--- src/rtl/contador_multi.sv ---
// Per-channel pop counter with wrap/saturate, sticky overflow flags, optional
// clear-on-read and a registered request/valid readout gated by IDLE.
`timescale 1ns/1ps
module contador_multi #(
  parameter int FIFO_UNITS    = 4,
  parameter int INDEX         = 2,
  parameter int CNT_W         = 5,
  parameter int TOT_W         = 8,
  parameter int SATURATE      = 0,
  parameter int CLEAR_ON_READ = 0
) (
  input  logic                  clk,
  input  logic                  reset,
  input  logic [FIFO_UNITS-1:0] pop,
  input  logic                  pop_total,
  input  logic                  IDLE,
  input  logic                  req,
  input  logic [INDEX-1:0]      idx,
  input  logic                  clear,
  output logic [CNT_W-1:0]      cuenta,
  output logic [TOT_W-1:0]      total,
  output logic                  valid,
  output logic [FIFO_UNITS-1:0] ovf
);

  typedef enum logic {S_IDLE, S_RESP} state_t;

  state_t                state_q, state_d;
  logic [CNT_W-1:0]      cnt_q [FIFO_UNITS];
  logic [CNT_W-1:0]      cnt_d [FIFO_UNITS];
  logic [FIFO_UNITS-1:0] ovf_q, ovf_d;
  logic [TOT_W-1:0]      tot_q, tot_d;
  logic [CNT_W-1:0]      sel_cnt;
  logic [CNT_W-1:0]      cuenta_q;
  logic [TOT_W-1:0]      total_q;
  logic                  accept;

  assign accept = req & IDLE;

  // Out-of-range idx matches no channel and therefore reads back as zero.
  always_comb begin : sel_mux
    // NOTE: every always_comb output gets a default first so no path can infer a latch.
    sel_cnt = '0;
    for (int i = 0; i < FIFO_UNITS; i++) begin
      if (idx == INDEX'(i)) sel_cnt = cnt_q[i];
    end
  end

  // Per-channel next state: clear-on-read first, then the increment, so a pop
  // on the channel being read lands on a zeroed counter.
  always_comb begin : count_next
    cnt_d = cnt_q;
    ovf_d = ovf_q;
    for (int i = 0; i < FIFO_UNITS; i++) begin
      if (CLEAR_ON_READ != 0 && accept && idx == INDEX'(i)) begin
        cnt_d[i] = '0;
        ovf_d[i] = 1'b0;
      end
      if (pop[i]) begin
        if (&cnt_d[i]) begin
          ovf_d[i] = 1'b1;
          if (SATURATE == 0) cnt_d[i] = '0;
        end else begin
          cnt_d[i] = cnt_d[i] + CNT_W'(1);
        end
      end
    end
    if (clear) begin
      for (int i = 0; i < FIFO_UNITS; i++) cnt_d[i] = '0;
      ovf_d = '0;
    end
  end

  always_comb begin : total_next
    tot_d = tot_q;
    if (pop_total) begin
      if (!(&tot_q))          tot_d = tot_q + TOT_W'(1);
      else if (SATURATE == 0) tot_d = '0;
    end
    if (clear) tot_d = '0;
  end

  // NOTE: the counter array is reset explicitly because a read right after reset must return 0.
  always_ff @(posedge clk or posedge reset) begin
    if (reset) begin
      for (int i = 0; i < FIFO_UNITS; i++) cnt_q[i] <= '0;
      ovf_q <= '0;
      tot_q <= '0;
    end else begin
      // NOTE: sequential state uses non-blocking assignments so all registers see pre-edge values.
      cnt_q <= cnt_d;
      ovf_q <= ovf_d;
      tot_q <= tot_d;
    end
  end

  // Response capture uses pre-edge counts, so clear or pops at the accept edge are not visible.
  always_ff @(posedge clk or posedge reset) begin
    if (reset) begin
      cuenta_q <= '0;
      total_q  <= '0;
    end else begin
      cuenta_q <= accept ? sel_cnt : '0;
      total_q  <= accept ? tot_q   : '0;
    end
  end

  always_ff @(posedge clk or posedge reset) begin
    if (reset) state_q <= S_IDLE;
    else       state_q <= state_d;
  end

  always_comb begin : fsm_next
    state_d = state_q;
    case (state_q)
      S_IDLE:  if (accept) state_d = S_RESP;
      S_RESP:  state_d = accept ? S_RESP : S_IDLE;
      default: state_d = S_IDLE;
    endcase
  end

  always_comb begin : fsm_out
    valid  = (state_q == S_RESP);
    cuenta = cuenta_q;
    total  = total_q;
    ovf    = ovf_q;
  end

endmodule

--- config.mk ---
export PLATFORM = sky130hd
export DESIGN_NAME = contador_multi
export DESIGN_NICKNAME = d
export VERILOG_FILES = /design/src/rtl/contador_multi.sv
export SDC_FILE = /design/constraint.sdc
export NUM_CORES = 1
export LEC_CHECK = 0
export ABC_AREA = 0
export CAP_MARGIN = 30
export CORE_MARGIN = 1
export CORE_UTILIZATION = 45
export DETAILED_ROUTE_END_ITERATION = 8
export GPL_ROUTABILITY_DRIVEN = 0
export HOLD_SLACK_MARGIN = 0.02
export PLACE_DENSITY = 0.75
export SLEW_MARGIN = 20
export SYNTH_ARGS = -nofsm -noshare
export SYNTH_HDL_FRONTEND = slang
export SYNTH_SLANG_ARGS = --single-unit
export TNS_END_PERCENT = 5
--- constraint.sdc ---
create_clock -name clk -period 1.5 [get_ports clk]
set_input_delay 0.3 -clock clk [delete_from_list [all_inputs] [get_ports clk]]
set_output_delay 0.3 -clock clk [all_outputs]
set_load 0.03 [all_outputs]
* Yosys cells after proc, flatten, opt, wreduce, memory -nomap -nowiden *
Index checks and enable logic that the tools add are counted.

word-level totals
  word-level logic and storage cells = 68
  output and inout port bits = 18
  bits in registers = 46
  input bits = 12

cells by class
  eq/ne operators = 3
  reductions and logical operators = 19
  bitwise gates (word level) = 1
  mux-type cells = 28
  $add $sub $neg = 5

operators by type and width
  operator                                                         count
  5-bit two-way mux                                                13
  8-bit two-way mux                                                4
  5-bit by 1-bit adder with 5-bit output, second input constant    4
  20-bit two-way mux                                               1
  5-bit AND reduction                                              4
  2-bit nonzero test                                               9
  1-bit two-way mux                                                9
  8-bit by 1-bit adder with 8-bit output, second input constant    1
  2-bit AND reduction                                              4
  8-bit AND reduction                                              1
  2-bit == test, second input constant                             2
  4-bit two-way mux                                                1
  2-bit by 1-bit == test with 1-bit output, second input constant  1
  2-bit logical NOT                                                1
  1-bit AND                                                        1

* Logic depth before layout (Yosys ltp) *
Gate-level depths: netlist of run 1.

  depth after elaboration = 6
  mapped depth = 6
  mapped depth without buffers = 6

* Worst setup path after synthesis of run 1 *
Ideal clock, no wire load.

  path kind = reg-to-reg
  from = reg cnt_q[10] (netlist name)
  to = reg cnt_q[13] (netlist name)
  path buffers = 0
  setup slack = -214 ps
  setup time = 77 ps
  clock period less this slack = 1714 ps
  stages on the path, launching flop included = 6
  data required time = 1423 ps
  arrival = 1636 ps
  cell sequence = dfrtp_1 -> ha_1 -> and3_1 -> ha_1 -> or4_1 -> a21oi_1

between the ends
  cells in the longest elaborated chain, start to end = 4
  elaborated cells on any way between the ends = 5
  those cells by class = add/sub: 1; mux: 3; reduce/logical: 1

RTL lines
  element                                                                               RTL line  text
  start, declared                                                                       29        logic [CNT_W-1:0] cnt_q [FIFO_UNITS];
  start signal, assigned                                                                91        cnt_q <= cnt_d;
  5-bit by 1-bit adder with 5-bit output / 5-bit AND reduction (equally long branches)  64, 60
  5-bit two-way mux *                                                                   60        if (&cnt_d[i]) begin
  5-bit two-way mux *                                                                   59        if (pop[i]) begin
  20-bit two-way mux *                                                                  68        if (clear) begin

Mark *: on every way between the ends. The rest lies on a longest branch, timed or not. The select of a mux whose other input is x is not followed.
A chain may end at the register's enable or synchronous reset.

* Worst setup path in the final report of run 1 *
  from = reg cnt_q[1] (netlist name)
  to = reg cnt_q[3] (netlist name)

Same word-level chain as after synthesis.

==> impl_metrics.ini, run 1 <==
[timing]
period_share_pct = 104
relSlewSlack_pct = 75.0
finalSetupViolCount = 3
rsz0062_at_grt = true
setup_ws_ns = -0.0588
fin_crit_ns = 1.56
slew_violations = 0
max_clock_freq_mhz = 642
fin_skew_ns = 0.00843
setup-tns-final_ns = -0.133
hold_viol_final = 0
worst_pin_slew_ns = 0.374

[yosys]
syn_nets = 213
ys_ff_latch = 46
synth_top_area_share_pct = 53.0
syn_area_per_cell_um2 = 11.3
syn_area_um2 = 2170
syn_inst = 192
yosys-top-cells-area = dfrtp_1 (53%), ha_1 (5.2%), mux4_2 (5.2%)
seq_area_frac_synth_pct = 53.0
synth.distinct_cells = 37
ys_warn_count = 0
yosysTopAreaCell = dfrtp_1

[finish]
layout_commonest_cell = dfrtp_1
drive_above_1_share_pct = 29.3
antenna_cells = 0
finalInstanceArea_um2 = 3000
area_growth_pct = 37.8
nNetsFinal = 276
fillCellCount = 341
utilization_pct = 66.5
layout_common_cells = dfrtp_1 (46), buf_4 (35), nor2_1 (24)

[floorplan]
initial_utilization_pct = 48.2
core_area_um2 = 4500
ios = 30
rows = 24
fp.dieW_um = 71.5
chipHeight_um = 71.5
die-area_um2 = 5110

[routing]
ant_nets = 0
wl_per_cell_um = 15.0
drcViolationCount = 0
vias = 1709
dr.pass1.iters = 4
avgViaCountPerCell = 5.55
drtIter0Drc = 90
drt_wl_total_mm = 4.62

[cts]
cts_tree = yes
cts_buffers = 5
htree_levels = 2
clock_latency_ns = 0.30
clock_sinks = 46
clkTransAtPathRegs_ns = 0.08
cts-root-buf = clkbuf_8
clock_path_buffers = 2
cts_hold_buf = 0
post_cts_buffers = 0

[power_and_ir_drop]
peakVddDrop_uv = 507
power_density_nw_per_um2 = 831
p_leak_nw = 1.49
total_power_w = 0.00249

[critical_path]
arrival_ns = 1.79
crit_family = simple AND/OR/NAND/NOR gates
reg2reg_slack_ns = -0.06
cp_num_cells = 5
crit_path_start_kind = flop
worstPathCellList = ha_2 -> and3_4 -> ha_4 -> or4_4 -> a21oi_2
slowest_delay_ns = 0.41
cpMaxStageDelayCell = or4_4
critPathMaxFanout = 5
reg2reg_from = cnt_q[1]
end_kind = flop
path_buf_inv = 0
critical_path_required_ns = 1.73
r2r_cells = 5
reg2reg_to = cnt_q[3]
path_class = reg2reg

[placed_design]
placed_area_um2 = 2790
dp_hpwl_mm = 3.30
io_buffers = 29
post-place-ws_ns = -0.206

[global_routing]
grt_pass1_wl_mm = 7.84
grtUsageTotal_pct = 20.0
grt_pass1_vias = 1695
antenna_found_initial = 0
grt-ovfl-total = 0
grt_max_degree = 47

[run_status]
failed_checks = negative setup slack
status = complete, but fails checks

[flow_run]
maxCapViolations = 0

[hold_path]
hold_path.class = in2async
-- state kept, by name, indices dropped and copies added (netlist names) --
signal	count
cnt_q	20
cuenta	5
ovf	4
tot_q	8
total	8
valid	1
-- metal layers --
layer / GRT usage (%) / part of all wire, %
met4: 6.10 / 1.4
met1: 26.8 / 47
met3: 4.36 / 3.6
met5: 0 / 0
met2: 32.7 / 48
-- stage by stage --
stage,cells,hold slack [ns]
after floorplan,192,0.460
after global placement,300,0.476
after detailed placement,300,0.493
after CTS,308,0.343
after global routing,308,0.355
final,308,0.338
-- power breakdown --
group          total [W]  switching (W)  leakage [nW]  internal [W]
combinational   0.000304       0.000153         0.801      0.000152
clock           0.000897       0.000401        0.0514      0.000497
sequential       0.00129      0.0000191         0.633       0.00127
-- cell usage after synthesis --
| cell type | n |
|---|---|
| o31ai_1 | 1 |
| nor4bb_1 | 4 |
| mux2i_1 | 8 |
| and2_0 | 1 |
| buf_1 | 2 |
| nor2_1 | 24 |
| nand3_1 | 5 |
| a41o_1 | 1 |
| clkbuf_1 | 2 |
| dfrtp_1 | 46 |
| or3_1 | 4 |
| ha_1 | 9 |
| a21oi_1 | 14 |
| clkbuf_2 | 1 |
| xnor2_1 | 1 |
| or4_1 | 2 |
| mux2_2 | 1 |
| nor3_1 | 1 |
| buf_2 | 3 |
| nand2b_1 | 1 |
| buf_6 | 1 |
| o21ai_0 | 10 |
| xor2_1 | 3 |
| mux4_2 | 5 |
| o2111ai_2 | 1 |
| nand2_1 | 4 |
| nor4b_1 | 1 |
| inv_1 | 5 |
| nand4_1 | 1 |
| nor3b_1 | 4 |
| nand4_2 | 1 |
| a31o_2 | 1 |
| a31oi_1 | 3 |
| and3_2 | 1 |
| and2_1 | 5 |
| a32o_1 | 2 |
| and3_1 | 13 |
-- layout make-up --
cell class	instances	area, µm²	area share [%]
Timing Repair Buffer	65	551	18.4
Tap cell	52	65.1	2.17
Sequential cell	46	1150	38.4
Clock buffer	6	72.6	2.42
Multi-Input combinational cell	132	1100	36.7
Inverter	5	18.8	0.627
Clock inverter	2	37.5	1.25
-- timing repair --
| action | in CTS | in global routing |
|---|---|---|
| pin swaps | 0 | 3 |
| gates resized for setup | 23 | 16 |
| setup endpoints to repair | 26 | 10 |
-- worst max path at each step --
stage | from | end
4_1_cts | cnt_q[11] | cnt_q[13]
6_report | cnt_q[1] | cnt_q[3]
3_3_place_gp | idx[0] | cuenta[2]
5_1_grt | cnt_q[10] | cnt_q[13]
3_5_place_dp | idx[0] | cuenta[1]
2_1_floorplan | cnt_q[10] | cnt_q[13]
-- worst reg2reg max path, cell delays in order (launching register included) --
cell and delay [ns]:
dfrtp_1 0.39, ha_2 0.20, and3_4 0.19, ha_4 0.18, or4_4 0.41, a21oi_2 0.12
-- cells by family (layout without fill, tap and decap cells) --
kind of cell               count (synthesis)  in the layout  share of synthesized area (%)
AOI/OAI and AO/OA                         33             33                           9.21
and+or+nand+nor                           72             72                           18.7
DFF                                       46             46                           53.0
muxes                                     14             14                           9.38
adders and majority gates                  9              9                           5.18
buffers and inverters                     14             78                           2.99
xor gates and xnor gates                   4              4                           1.61
Note: power is estimated with default switching activity, not from simulation.
==> run 2: changes to the inputs <==
SETUP_SLACK_MARGIN = 0.2   (was unset)
SKIP_LAST_GASP = 1   (was unset)
==> impl_metrics.ini, run 2 (synthesized netlist as in run 1, its figures left out) <==
[run_status]
status = complete, but fails checks
failed_checks = negative setup slack

[cts]
cts_hold_buf = 0
clkTransAtPathRegs_ns = 0.08
cts_buffers = 5
cts_tree = yes
clock_path_buffers = 2
clock_sinks = 46
clock_latency_ns = 0.31
cts-root-buf = clkbuf_8
htree_levels = 2

[power_and_ir_drop]
netSwitchingPower_w = 0.000558
peakVddDrop_uv = 597
total_power_w = 0.00250
p_sw_share_pct = 22.3
combPwrFrac_pct = 11.4
p_clk_share_pct = 37.0
power_density_nw_per_um2 = 864
sequentialPowerShare_pct = 51.6
p_leak_nw = 1.45
p_int_w = 0.00194

[finish]
seqCellArea_um2 = 1150
layout_commonest_cell = dfrtp_1
largest_reg_flops = 20
multi_input_area_um2 = 1040
utilization_pct = 64.3
drive_above_1_share_pct = 24.5
layout_common_cells = dfrtp_1 (46), buf_4 (29), nor2_1 (24)
largest_register = cnt_q
antenna_cells = 0
fillCellCount = 359
area_growth_pct = 33.2
final_cells = 301
nNetsFinal = 270

[routing]
dr_wl_met2_mm = 2.00
wl_per_cell_um = 14.4
wl_met3_um = 123
drt_wl_total_mm = 4.34
dr.pass1.iters = 4
drtIter0Drc = 103
vias = 1640
top_layer = met4
ant_nets = 0
drcViolationCount = 0
met1_length_mm = 2.15
avgViaCountPerCell = 5.45

[critical_path]
path_buf_inv = 0
worstPathCellList = ha_2 -> and3_4 -> ha_4 -> or4_4 -> a21oi_2
reg2reg_to = cnt_q[3]
slowest_delay_ns = 0.41
critPathMaxFanout = 4
crit_family = simple AND/OR/NAND/NOR gates
reg2reg_slack_ns = -0.02
cpMaxStageDelayCell = or4_4
crit_path_start_kind = flop
reg2reg_from = cnt_q[1]
arrival_ns = 1.77
critical_path_required_ns = 1.75
end_kind = flop
path_class = reg2reg
r2r_cells = 5

[timing]
worst_pin_slew_ns = 0.339
period_share_pct = 101
rsz0062_at_grt = true
max_clock_freq_mhz = 657
slew_violations = 0
finalSetupViolCount = 2
fin_crit_ns = 1.52
relSlewSlack_pct = 77.4
setup_ws_ns = -0.0220
fin_skew_ns = 0.00905
hold_viol_final = 0

[global_routing]
grtUsageTotal_pct = 19.3
grt_pass1_wl_mm = 7.38
grt-ovfl-total = 0
grt_max_degree = 47
antenna_found_initial = 0
grt_pass1_vias = 1525

[placed_design]
dp_hpwl_mm = 3.18
post-place-ws_ns = -0.192
dpl.cell_count = 294
io_buffers = 29

[floorplan]
ios = 30
fp.dieW_um = 71.5
chipHeight_um = 71.5
core_area_um2 = 4500
initial_utilization_pct = 48.2
rows = 24
die-area_um2 = 5110

[flow_run]
maxCapViolations = 0

[hold_path]
hold_path.class = in2async
run 2: cell type report:
| class | count | share of cell area [%] |
|---|---|---|
| timing repair buffer | 59 | 17.5 |
| multi-input combinational | 132 | 36.0 |
| inverter | 5 | 0.649 |
| clock buffer | 6 | 2.85 |
| clock inverter | 1 | 1.04 |
| sequential | 46 | 39.8 |
| tap | 52 | 2.25 |
run 2: how the worst max path moves through the flow:
stage | from | endpoint | cells after the start
final | cnt_q[1] | cnt_q[3] | 5
after detailed placement | idx[0] | cuenta[0] | 4
after CTS | cnt_q[1] | cnt_q[3] | 5
after floorplan | cnt_q[0] | cnt_q[3] | 5
after global routing | cnt_q[1] | cnt_q[2] | 6
after global placement | idx[0] | cuenta[2] | 4
run 2: per-stage QoR:
stage                     setup TNS (ns)  area, µm²  hold slack (ns)
after global placement             -1.27       2790            0.478
after floorplan                -0.000265       2240            0.460
after detailed placement           -1.43       2790            0.484
after CTS                        -0.0488       2880            0.335
final                            -0.0253       2890            0.332
after global routing              -0.425       2890            0.370
run 2: what timing repair did:
item                       in CTS  in global routing
setup endpoints to repair      38                 45
pin swaps                       0                  1
gates resized for setup        18                  5
hold endpoints to repair        0                  0
buffers inserted                0                  0
run 2: routing by layer:
| layer | GRT usage, % | vias to the layer above |
|---|---|---|
| met2 | 29.3 | 28 |
| met5 | 0 | - |
| met1 | 26.9 | 796 |
| met3 | 4.64 | 6 |
| met4 | 7.84 | 0 |
| li1 | - | 810 |
run 2: power groups by stage:
stage	registers, W	logic (W)	clock network [W]
6_report	0.00129	0.000284	0.000926
5_1_grt	0.00129	0.000313	0.00101
4_1_cts	0.00129	0.000286	0.000949
3_5_place_dp	0.00132	0.000289	0
3_3_place_gp	0.00131	0.000282	0
2_1_floorplan	0.00133	0.000134	0
run 2: worst min-delay path: stages:
cell and delay, ns:
clkdlybuf4s50_1 0.40, clkinv_1 0.07, buf_12 0.24
